<file path="src/rtl/eth_pkg.sv">
// Shared types and helpers for the Ethernet TX frame shaper.
// Beat bundle, FSM state and byte-lane mask functions.
package eth_pkg;

    localparam int C_AXIS_DW = 64;
    localparam int C_AXIS_KW = 8;

    typedef enum logic [1:0] {
        ST_IDLE,
        ST_PASS,
        ST_PAD,
        ST_DROP
    } shaper_state_e;

    typedef struct packed {
        logic [C_AXIS_DW-1:0] data;
        logic [C_AXIS_KW-1:0] keep;
        logic                 last;
        logic                 user;
    } axis_beat_t;

    localparam int C_BEAT_W = $bits(axis_beat_t);

    function automatic logic [3:0] popcount(input logic [C_AXIS_KW-1:0] k);
        logic [3:0] n;
        n = '0;
        for (int i = 0; i < C_AXIS_KW; i++) begin
            n = n + {3'b000, k[i]};
        end
        return n;
    endfunction

    // n bytes -> contiguous keep mask, saturating at a full beat
    function automatic logic [C_AXIS_KW-1:0] keep_mask(input logic [15:0] n);
        logic [C_AXIS_KW-1:0] m;
        for (int i = 0; i < C_AXIS_KW; i++) begin
            m[i] = (16'(i) < n);
        end
        return m;
    endfunction

    function automatic logic [C_AXIS_DW-1:0] lane_mask(input logic [C_AXIS_KW-1:0] k);
        logic [C_AXIS_DW-1:0] d;
        for (int i = 0; i < C_AXIS_KW; i++) begin
            d[i*8 +: 8] = {8{k[i]}};
        end
        return d;
    endfunction

endpackage

</file>
<file path="src/rtl/eth_axis_skid.sv">
// Two-entry AXIS register slice with registered output and ready.
// Ready depends only on local state, never on out_ready_i.
module eth_axis_skid
    import eth_pkg::*;
(
    input  logic                clk_i,
    input  logic                rst_ni,
    input  logic                in_valid_i,
    output logic                in_ready_o,
    output logic                in_ready_nxt_o,
    input  logic [C_BEAT_W-1:0] in_beat_i,
    output logic                out_valid_o,
    input  logic                out_ready_i,
    output logic [C_BEAT_W-1:0] out_beat_o
);

    logic                ov_q, ov_d;
    logic                sv_q, sv_d;
    logic                rdy_q;
    logic [C_BEAT_W-1:0] ob_q, ob_d;
    logic [C_BEAT_W-1:0] sb_q, sb_d;
    logic                in_fire;

    assign in_fire = in_valid_i && rdy_q;

    always_comb begin
        ov_d = ov_q;
        sv_d = sv_q;
        ob_d = ob_q;
        sb_d = sb_q;
        if (!ov_q || out_ready_i) begin
            if (sv_q) begin
                ov_d = 1'b1;
                ob_d = sb_q;
                sv_d = 1'b0;
            end else begin
                ov_d = in_fire;
                if (in_fire) begin
                    ob_d = in_beat_i;
                end
            end
        end else if (in_fire) begin
            sv_d = 1'b1;
            sb_d = in_beat_i;
        end
    end

    always_ff @(posedge clk_i or negedge rst_ni) begin
        if (!rst_ni) begin
            ov_q  <= 1'b0;
            sv_q  <= 1'b0;
            rdy_q <= 1'b0;
            ob_q  <= '0;
            sb_q  <= '0;
        end else begin
            ov_q  <= ov_d;
            sv_q  <= sv_d;
            rdy_q <= !sv_d;
            ob_q  <= ob_d;
            sb_q  <= sb_d;
        end
    end

    assign in_ready_o     = rdy_q;
    assign in_ready_nxt_o = !sv_d;
    assign out_valid_o    = ov_q;
    assign out_beat_o     = ob_q;

endmodule

</file>
<file path="src/rtl/eth_tx_frame_shaper.sv">
// TX frame conditioner: pads runts, truncates oversize, drops tails.
// Define ETH_TX_SHAPER_STATS_EN to enable the pad/trunc counters.
module eth_tx_frame_shaper
    import eth_pkg::*;
#(
    parameter logic [7:0]  P_MIN_LENGTH = 8'd60,
    parameter logic [14:0] P_MAX_LENGTH = 15'd9600
) (
    input  logic                 i_clk,
    input  logic                 i_rst_n,
    input  logic                 s_axis_tvalid,
    output logic                 s_axis_tready,
    input  logic                 s_axis_tlast,
    input  logic                 s_axis_tuser,
    input  logic [C_AXIS_DW-1:0] s_axis_tdata,
    input  logic [C_AXIS_KW-1:0] s_axis_tkeep,
    output logic                 m_axis_tvalid,
    input  logic                 m_axis_tready,
    output logic                 m_axis_tlast,
    output logic                 m_axis_tuser,
    output logic [C_AXIS_DW-1:0] m_axis_tdata,
    output logic [C_AXIS_KW-1:0] m_axis_tkeep,
    output logic [15:0]          o_pad_cnt,
    output logic [15:0]          o_trunc_cnt
);

    shaper_state_e       state_q, state_d;
    logic [14:0]         cnt_q, cnt_d;
    logic                user_q, user_d;
    logic                rdy_q;
    logic                s_fire;
    logic [3:0]          bytes;
    logic [15:0]         sum;
    logic [15:0]         to_min;
    logic [15:0]         to_max;
    logic                is_trunc;
    logic                is_runt;
    logic                min_here;
    logic                push;
    axis_beat_t          beat;
    logic                sk_rdy;
    logic                sk_rdy_nxt;
    logic [C_BEAT_W-1:0] m_beat_w;
    axis_beat_t          m_beat;

    assign s_fire   = s_axis_tvalid && rdy_q;
    assign bytes    = popcount(s_axis_tkeep);
    assign sum      = {1'b0, cnt_q} + 16'(bytes);
    assign to_min   = {8'd0, P_MIN_LENGTH} - {1'b0, cnt_q};
    assign to_max   = {1'b0, P_MAX_LENGTH} - {1'b0, cnt_q};
    assign min_here = (to_min <= 16'd8);
    assign is_runt  = s_axis_tlast && (sum < {8'd0, P_MIN_LENGTH});
    // Hitting the max exactly on a non-last beat ends the frame here
    assign is_trunc = (sum > {1'b0, P_MAX_LENGTH}) ||
                      ((sum == {1'b0, P_MAX_LENGTH}) && !s_axis_tlast);

    always_ff @(posedge i_clk or negedge i_rst_n) begin
        if (!i_rst_n) begin
            state_q <= ST_IDLE;
        end else begin
            state_q <= state_d;
        end
    end

    always_comb begin
        state_d = state_q;
        unique case (state_q)
            ST_IDLE, ST_PASS: begin
                if (s_fire) begin
                    if (is_trunc) begin
                        state_d = s_axis_tlast ? ST_IDLE : ST_DROP;
                    end else if (is_runt) begin
                        state_d = min_here ? ST_IDLE : ST_PAD;
                    end else begin
                        state_d = s_axis_tlast ? ST_IDLE : ST_PASS;
                    end
                end
            end
            ST_PAD: begin
                if (sk_rdy && min_here) begin
                    state_d = ST_IDLE;
                end
            end
            ST_DROP: begin
                if (s_fire && s_axis_tlast) begin
                    state_d = ST_IDLE;
                end
            end
        endcase
    end

    always_comb begin
        push   = 1'b0;
        beat   = '0;
        cnt_d  = cnt_q;
        user_d = user_q;
        unique case (state_q)
            ST_IDLE, ST_PASS: begin
                if (s_fire) begin
                    push      = 1'b1;
                    user_d    = user_q | s_axis_tuser;
                    beat.data = s_axis_tdata;
                    beat.keep = s_axis_tkeep;
                    beat.last = s_axis_tlast;
                    beat.user = s_axis_tlast & user_d;
                    cnt_d     = sum[14:0];
                    unique case (1'b1)
                        is_trunc: begin
                            beat.keep = keep_mask(to_max);
                            beat.data = s_axis_tdata & lane_mask(beat.keep);
                            beat.last = 1'b1;
                            beat.user = 1'b1;
                            cnt_d     = '0;
                            user_d    = 1'b0;
                        end
                        is_runt: begin
                            beat.data = s_axis_tdata & lane_mask(s_axis_tkeep);
                            beat.keep = keep_mask(to_min);
                            beat.last = min_here;
                            beat.user = min_here & user_d;
                            cnt_d     = min_here ? '0 : cnt_q + 15'd8;
                            user_d    = min_here ? 1'b0 : user_d;
                        end
                        default: begin
                            if (s_axis_tlast) begin
                                cnt_d  = '0;
                                user_d = 1'b0;
                            end
                        end
                    endcase
                end
            end
            ST_PAD: begin
                if (sk_rdy) begin
                    push      = 1'b1;
                    beat.keep = keep_mask(to_min);
                    beat.last = min_here;
                    beat.user = min_here & user_q;
                    cnt_d     = min_here ? '0 : cnt_q + 15'd8;
                    user_d    = min_here ? 1'b0 : user_q;
                end
            end
            ST_DROP: begin
                push = 1'b0;
            end
        endcase
    end

    always_ff @(posedge i_clk or negedge i_rst_n) begin
        if (!i_rst_n) begin
            cnt_q  <= '0;
            user_q <= 1'b0;
            rdy_q  <= 1'b0;
        end else begin
            cnt_q  <= cnt_d;
            user_q <= user_d;
            rdy_q  <= (state_d == ST_DROP) ||
                      ((state_d != ST_PAD) && sk_rdy_nxt);
        end
    end

    assign s_axis_tready = rdy_q;

    eth_axis_skid u_skid (
        .clk_i          (i_clk),
        .rst_ni         (i_rst_n),
        .in_valid_i     (push),
        .in_ready_o     (sk_rdy),
        .in_ready_nxt_o (sk_rdy_nxt),
        .in_beat_i      (beat),
        .out_valid_o    (m_axis_tvalid),
        .out_ready_i    (m_axis_tready),
        .out_beat_o     (m_beat_w)
    );

    assign m_beat       = axis_beat_t'(m_beat_w);
    assign m_axis_tdata = m_beat.data;
    assign m_axis_tkeep = m_beat.keep;
    assign m_axis_tlast = m_beat.last;
    assign m_axis_tuser = m_beat.user;

`ifdef ETH_TX_SHAPER_STATS_EN
    logic [15:0] pad_cnt_q;
    logic [15:0] trunc_cnt_q;
    logic        pass_fire;

    assign pass_fire = s_fire && ((state_q == ST_IDLE) || (state_q == ST_PASS));

    always_ff @(posedge i_clk or negedge i_rst_n) begin
        if (!i_rst_n) begin
            pad_cnt_q   <= '0;
            trunc_cnt_q <= '0;
        end else begin
            if (pass_fire && is_runt && (pad_cnt_q != 16'hFFFF)) begin
                pad_cnt_q <= pad_cnt_q + 16'd1;
            end
            if (pass_fire && is_trunc && (trunc_cnt_q != 16'hFFFF)) begin
                trunc_cnt_q <= trunc_cnt_q + 16'd1;
            end
        end
    end

    assign o_pad_cnt   = pad_cnt_q;
    assign o_trunc_cnt = trunc_cnt_q;
`else
    assign o_pad_cnt   = '0;
    assign o_trunc_cnt = '0;
`endif

endmodule

</file>
<file path="config.mk">
export PLATFORM = sky130hd
export DESIGN_NAME = eth_tx_frame_shaper
export DESIGN_NICKNAME = d
export VERILOG_FILES = /design/src/rtl/eth_pkg.sv /design/src/rtl/eth_axis_skid.sv /design/src/rtl/eth_tx_frame_shaper.sv
export SDC_FILE = /design/constraint.sdc
export NUM_CORES = 1
export LEC_CHECK = 0
export ABC_CLOCK_PERIOD_IN_PS = 5800
export CORE_UTILIZATION = 33
export CTS_BUF_LIST = sky130_fd_sc_hd__clkbuf_4 sky130_fd_sc_hd__clkbuf_8 sky130_fd_sc_hd__clkbuf_16
export CTS_CLUSTER_SIZE = 20
export DETAILED_ROUTE_END_ITERATION = 12
export PLACE_DENSITY = 0.58
export SYNTH_ARGS = -nofsm -noshare
export SYNTH_HDL_FRONTEND = slang
export SYNTH_SLANG_ARGS = --single-unit
</file>
<file path="constraint.sdc">
create_clock -name i_clk -period 5.8 [get_ports i_clk]
set_input_delay 1.16 -clock i_clk [delete_from_list [all_inputs] [get_ports i_clk]]
set_output_delay 1.16 -clock i_clk [all_outputs]
set_load 0.05 [all_outputs]
</file>
**Word-level counts from Yosys, hierarchy flattened**

Index checks and enable logic that the tools add are counted.

- Input bits: 78
- Word-level logic and storage cells: 111
- Register bits after elaboration: 170
- Output and inout bits: 108

- Muxes and demuxes: 35
- Order comparisons: 19
- Reduce and logical (&&, ||, !) cells: 21
- $add $sub $neg: 11
- Bitwise operators: 7
- Equality and inequality tests: 9

Operator list:

| operator | number |
|---|---|
| $mux W74 | 3 |
| $pmux W74 S2 | 1 |
| $and A64 B64 Y64 | 2 |
| $lt A3 B16 Y1 const A | 8 |
| $lt A1 B16 Y1 const A | 4 |
| $lt A2 B16 Y1 const A | 4 |
| $mux W64 | 1 |
| $mux W15 | 4 |
| $pmux W15 S2 | 2 |
| $pmux W10 S2 | 1 |
| $add A15 B4 Y16 | 1 |
| $add A4 B1 Y4 | 4 |
| $eq A16 B14 Y1 const B | 1 |
| $gt A16 B14 Y1 const B | 1 |
| $le A16 B4 Y1 const B | 1 |
| $lt A16 B6 Y1 const B | 1 |
| $sub A14 B15 Y16 const A | 1 |
| $sub A6 B15 Y16 const A | 1 |
| $add A15 B4 Y15 const B | 1 |
| $mux W2 | 7 |
| $mux W1 | 11 |
| $mux W10 | 1 |
| $logic_and A1 B1 Y1 | 7 |
| $eq A2 B2 Y1 const B | 3 |
| other kinds (20) | 31 |

**Logic depth before layout (Yosys ltp)**

- Word-level depth: 17
- Depth in mapped cells: 19
- Depth with buffers taken out: 16

**Modules after synthesis**

A second synthesis with hierarchy kept.

- Cells, all modules: 895
- Area, all modules: 10552.6 um^2

By module, submodules not included:

| module | cells each | times used | area each (um^2) | seq. area each (um^2) |
|---|---|---|---|---|
| eth_axis_skid | 405 | 1 | 6840.3 | 3778.6 |
| eth_tx_frame_shaper | 490 | 1 | 3712.3 | 475.5 |

**Worst setup path after synthesis**

No wires, ideal clock.

- Path type: input-to-reg
- Start: input s_axis_tkeep[0]
- End: register u_skid.sb_q[19]
- Cell stages on the path: 17
- Path slack: -0.249 ns
- Library setup time: 0.121 ns
- Data arrival time: 5.928 ns
- Cell sequence: fa_1 inv_1 fa_1 fa_1 fa_1 fa_1 nand2b_1 a211o_1 o31a_1 a211o_1 nor4_2 a21boi_2 o32a_1 buf_6 and2_4 buf_6 a22o_1

- Cells in the longest elaborated chain, start to end: 14
- Elaborated cells on any way between the ends: 17

RTL lines:

| element | line | RTL |
|---|---|---|
| from (decl) | eth_tx_frame_shaper.sv:16 | `input logic [C_AXIS_KW-1:0] s_axis_tkeep,` |
| $add A1 B1 Y2 * | eth_pkg.sv:28 | `n = n + {3'b000, k[i]};` |
| $add A2 B1 Y3 * | eth_pkg.sv:28 |  |
| $add A3 B1 Y4 * | eth_pkg.sv:28 |  |
| $add A4 B1 Y4 * (4 in series) | eth_pkg.sv:28 |  |
| $add A15 B4 Y16 * | eth_tx_frame_shaper.sv:48 | `assign sum = {1'b0, cnt_q} + 16'(bytes);` |
| branches (longest 3 deep; another with $lt A16 B6 Y1) | - |  |
| $pmux W74 S2 * | eth_tx_frame_shaper.sv:107 | `unique case (1'b1)` |
| $mux W74 * | eth_tx_frame_shaper.sv:99 | `if (s_fire) begin` |
| $mux W64 * | eth_tx_frame_shaper.sv:97 | `unique case (state_q)` |
| to (signal assigned) | eth_axis_skid.sv:54 | `sb_q <= '0;` |
| to (signal assigned) | eth_axis_skid.sv:60 | `sb_q <= sb_d;` |
| to (decl) | eth_axis_skid.sv:21 | `logic [C_BEAT_W-1:0] sb_q, sb_d;` |

Every way passes the cells marked *.
A chain may end at the register's enable or synchronous reset.

**Worst setup path in the final report**

- Start: input s_axis_tkeep[0]
- End: register u_skid.sb_q[44]

The elaborated chain is that of the path after synthesis.

==> flow_summary.toml <==
[drt]
detail_route.vias_per_cell = 5.38
drtAntennaViolNets = 0
drc_errors = 0
wire_per_inst_um = 18.1
route.vias.total = 8650
wl_mm = 29.0
drtPass1Iterations = 6
drt-initial-drc-count = 681

[cts]
cts_made_buffers = 17
clock-sinks = 170
holdBufCountCts = 0
clk_pin_slew_worst_paths_ns = 0.08
cts_tree = "done"
h-tree-depth = 4
cts_buffer_depth = 2
root_buffer = "clkbuf_16"
worst_skew_pair.late_latency_ns = 0.43

[timing]
hold_viol = 0
slew_violations = 0
timing.fmax_ghz = 0.177
period_share = 0.975
tightest_slew_ns = 1.08
skew_ns = 0.0152
finalSetupViolCount = 0
setup_tns_ns = 0
slew_headroom = 0.275
min_period_ns = 5.66
hold-worst-slack_ns = 0.481
setup_ws_ns = 0.144

[power]
p_per_area_nw_per_um2 = 575
vdd_drop_max_v = 0.000289
power_mw = 7.15
power.leakage_nw = 5.39

[grt]
antenna_found_initial = 0
grt_pass1_wl_mm = 46.5
track_usage = 0.204
grt_pass1_vias = 8468
grt_max_degree = 100
overflow = 0

[synthesis]
yosysWarningCount = 0
synth.top_cell.area_share = 0.455
synth_seq_cells = 170
yosysMostFrequentCell = "dfrtp_1"
postSynthAreaPerCell_um2 = 9.02
synth_top_cell_by_area = "dfrtp_1"
yosysSeqAreaShare = 0.455
synth_area_um2 = 9360
synth.distinct_cells = 86
synth_ff_type = "dfrtp_1"
synth_area_leaders = "dfrtp_1 (45%), a22o_1 (6.2%), nand3_1 (4.0%), a21oi_1 (3.8%), nor2_1 (3.8%)"
synthCells = 1038
async_flop_share = 1.00
synth-edff-count = 0
synthTopCellsByCount = "dfrtp_1 (170), nor2_1 (94), nand3_1 (74)"

[floorplanning]
io_pins = 186
dieArea_um2 = 29000
rows = 61
die_w_um = 170
start_util = 0.336
core_area_um2 = 27900
die_h_um = 170

[setup_path]
required_ns = 6.12
crit_path_max_fanout = 8
critical_path.max_stage_delay_ns = 0.56
worstSetupPathType = "in2reg"
cp_cell_sequence = "clkbuf_2, fa_1, inv_1, fa_1, fa_1, fa_2, fa_2, nand2b_4, buf_6, a211oi_1, buf_4, a2111o_1, a31oi_4, o21a_1, a21boi_2, buf_4, o32ai_2, nor2_1, buf_4, a22o_1"
startpoint_type = "input port"
worst_setup_path_end_kind = "register"
critical-path-slowest-cell = "fa_1"
rr_worst_depth = 18
crit_arrival_ns = 5.97

[layout]
multi_input_area_um2 = 4630
regArea_um2 = 4260
layout-drive-gt1-share = 0.143
syn_to_final_growth_pct = 32.8
final_nets = 1309
n_fill_cell = 2701
diodes = 0

[worst_hold_path]
holdPathStages = 2
hold_class = "reg2reg"

[placement]
gp_congestion = 0.914
io_buffers = 153
hpwl_mm = 19.8
place_ws_ns = -0.828

[outcome]
outcome = "finished, final reports clean"

[run]
drv_cap = 0
registers in the layout, indices dropped and copies added, names as in the netlist, 2 cells and up:
signal             flops
u_skid.sb_q           74
state_q                2
u_skid.out_beat_o     74
cnt_q                 15
stage by stage:
| step | utilization | instance area [um^2] | cells |
|---|---|---|---|
| floorplan | - | 9500 | 1069 |
| global placement | 0.413 | 11500 | 1566 |
| detailed placement | 0.413 | 11500 | 1566 |
| CTS | 0.444 | 12400 | 1606 |
| global route | 0.446 | 12400 | 1607 |
| finish | 0.446 | 12400 | 1607 |
final cells by class:
cell class | instances | area share
timing repair buffer | 236 | 0.176
tap | 378 | 0.0380
multi-input combinational | 724 | 0.372
inverter | 67 | 0.0202
clock buffer | 18 | 0.0348
clock inverter | 14 | 0.0162
sequential | 170 | 0.342
cells in the final DEF, fill, tap and decap left out, drive strengths merged, types with 7 or more instances in the layout:
| master | Yosys | final |
|---|---|---|
| o211ai | 15 | 15 |
| xnor2 | 9 | 9 |
| nand2b | 7 | 7 |
| clkbuf | 54 | 21 |
| and2 | 7 | 7 |
| clkdlybuf4s50 | 0 | 149 |
| o21bai | 7 | 7 |
| nand2 | 66 | 66 |
| ha | 10 | 10 |
| a31oi | 16 | 16 |
| a22o | 66 | 66 |
| inv | 66 | 73 |
| buf | 53 | 84 |
| nand4 | 7 | 7 |
| and3 | 13 | 13 |
| nand3 | 74 | 74 |
| a21oi | 71 | 71 |
| or3 | 7 | 7 |
| o22ai | 46 | 46 |
| conb | 1 | 32 |
| nor3 | 29 | 29 |
| nor2 | 94 | 94 |
| a211oi | 7 | 7 |
| o21ai | 45 | 45 |
| dfrtp | 170 | 170 |
path summary, 6_finish.rpt:
check,to,slack [ns],startpoint
setup / recovery,u_skid.sb_q[44],0.14,s_axis_tkeep[0]
hold / removal,u_skid.sb_q[10],0.48,u_skid.sb_q[10]
setup reg to reg,u_skid.sb_q[44],0.92,cnt_q[0]
hold reg to reg,u_skid.sb_q[10],0.48,u_skid.sb_q[10]
max in group asynchronous,u_skid.sb_q[19],3.91,i_rst_n
min in group asynchronous,u_skid.sb_q[43],0.84,i_rst_n
critical path: cells and delay by family:
kind                       cells  cell delay (ns)
AOI/OAI and AO/OA              7             1.43
adders and majority gates      5             2.28
buffers and inverters          6             0.81
and+or+nand+nor                2             0.26
power breakdown:
group          leakage, nW  internal, mW  switching [mW]
registers             2.16          1.66           0.385
logic                 2.93          1.44            2.44
clock network        0.306         0.704           0.530
total                 5.39          3.80            3.35
what timing repair did:
action / 4_1_cts / 5_1_grt
buffers inserted: 8 / 2
gates resized for setup: 31 / 24
pin swaps: 7 / 11
endpoints found under the setup margin: 164 / 110
routing by layer:
| layer | routed length, um | share of wire | GRT usage | vias up |
|---|---|---|---|---|
| li1 | - | - | - | 4054 |
| met1 | 13800 | 0.48 | 0.292 | 4270 |
| met2 | 13300 | 0.46 | 0.311 | 291 |
| met3 | 1450 | 0.050 | 0.0353 | 35 |
| met4 | 518 | 0.018 | 0.0619 | 0 |
| met5 | 0 | 0 | 0 | - |
logic make-up after synthesis:
logic type / Yosys count / synth area share
simple gates: 333 / 0.173
compound gates: 330 / 0.244
buf+inv: 175 / 0.0900
flops: 170 / 0.455
fa+ha+maj: 15 / 0.0241
xor+xnor: 12 / 0.0112
mux: 2 / 0.00227
other cells: 1 / 0.000401
Power figures use the tool's default switching activity.
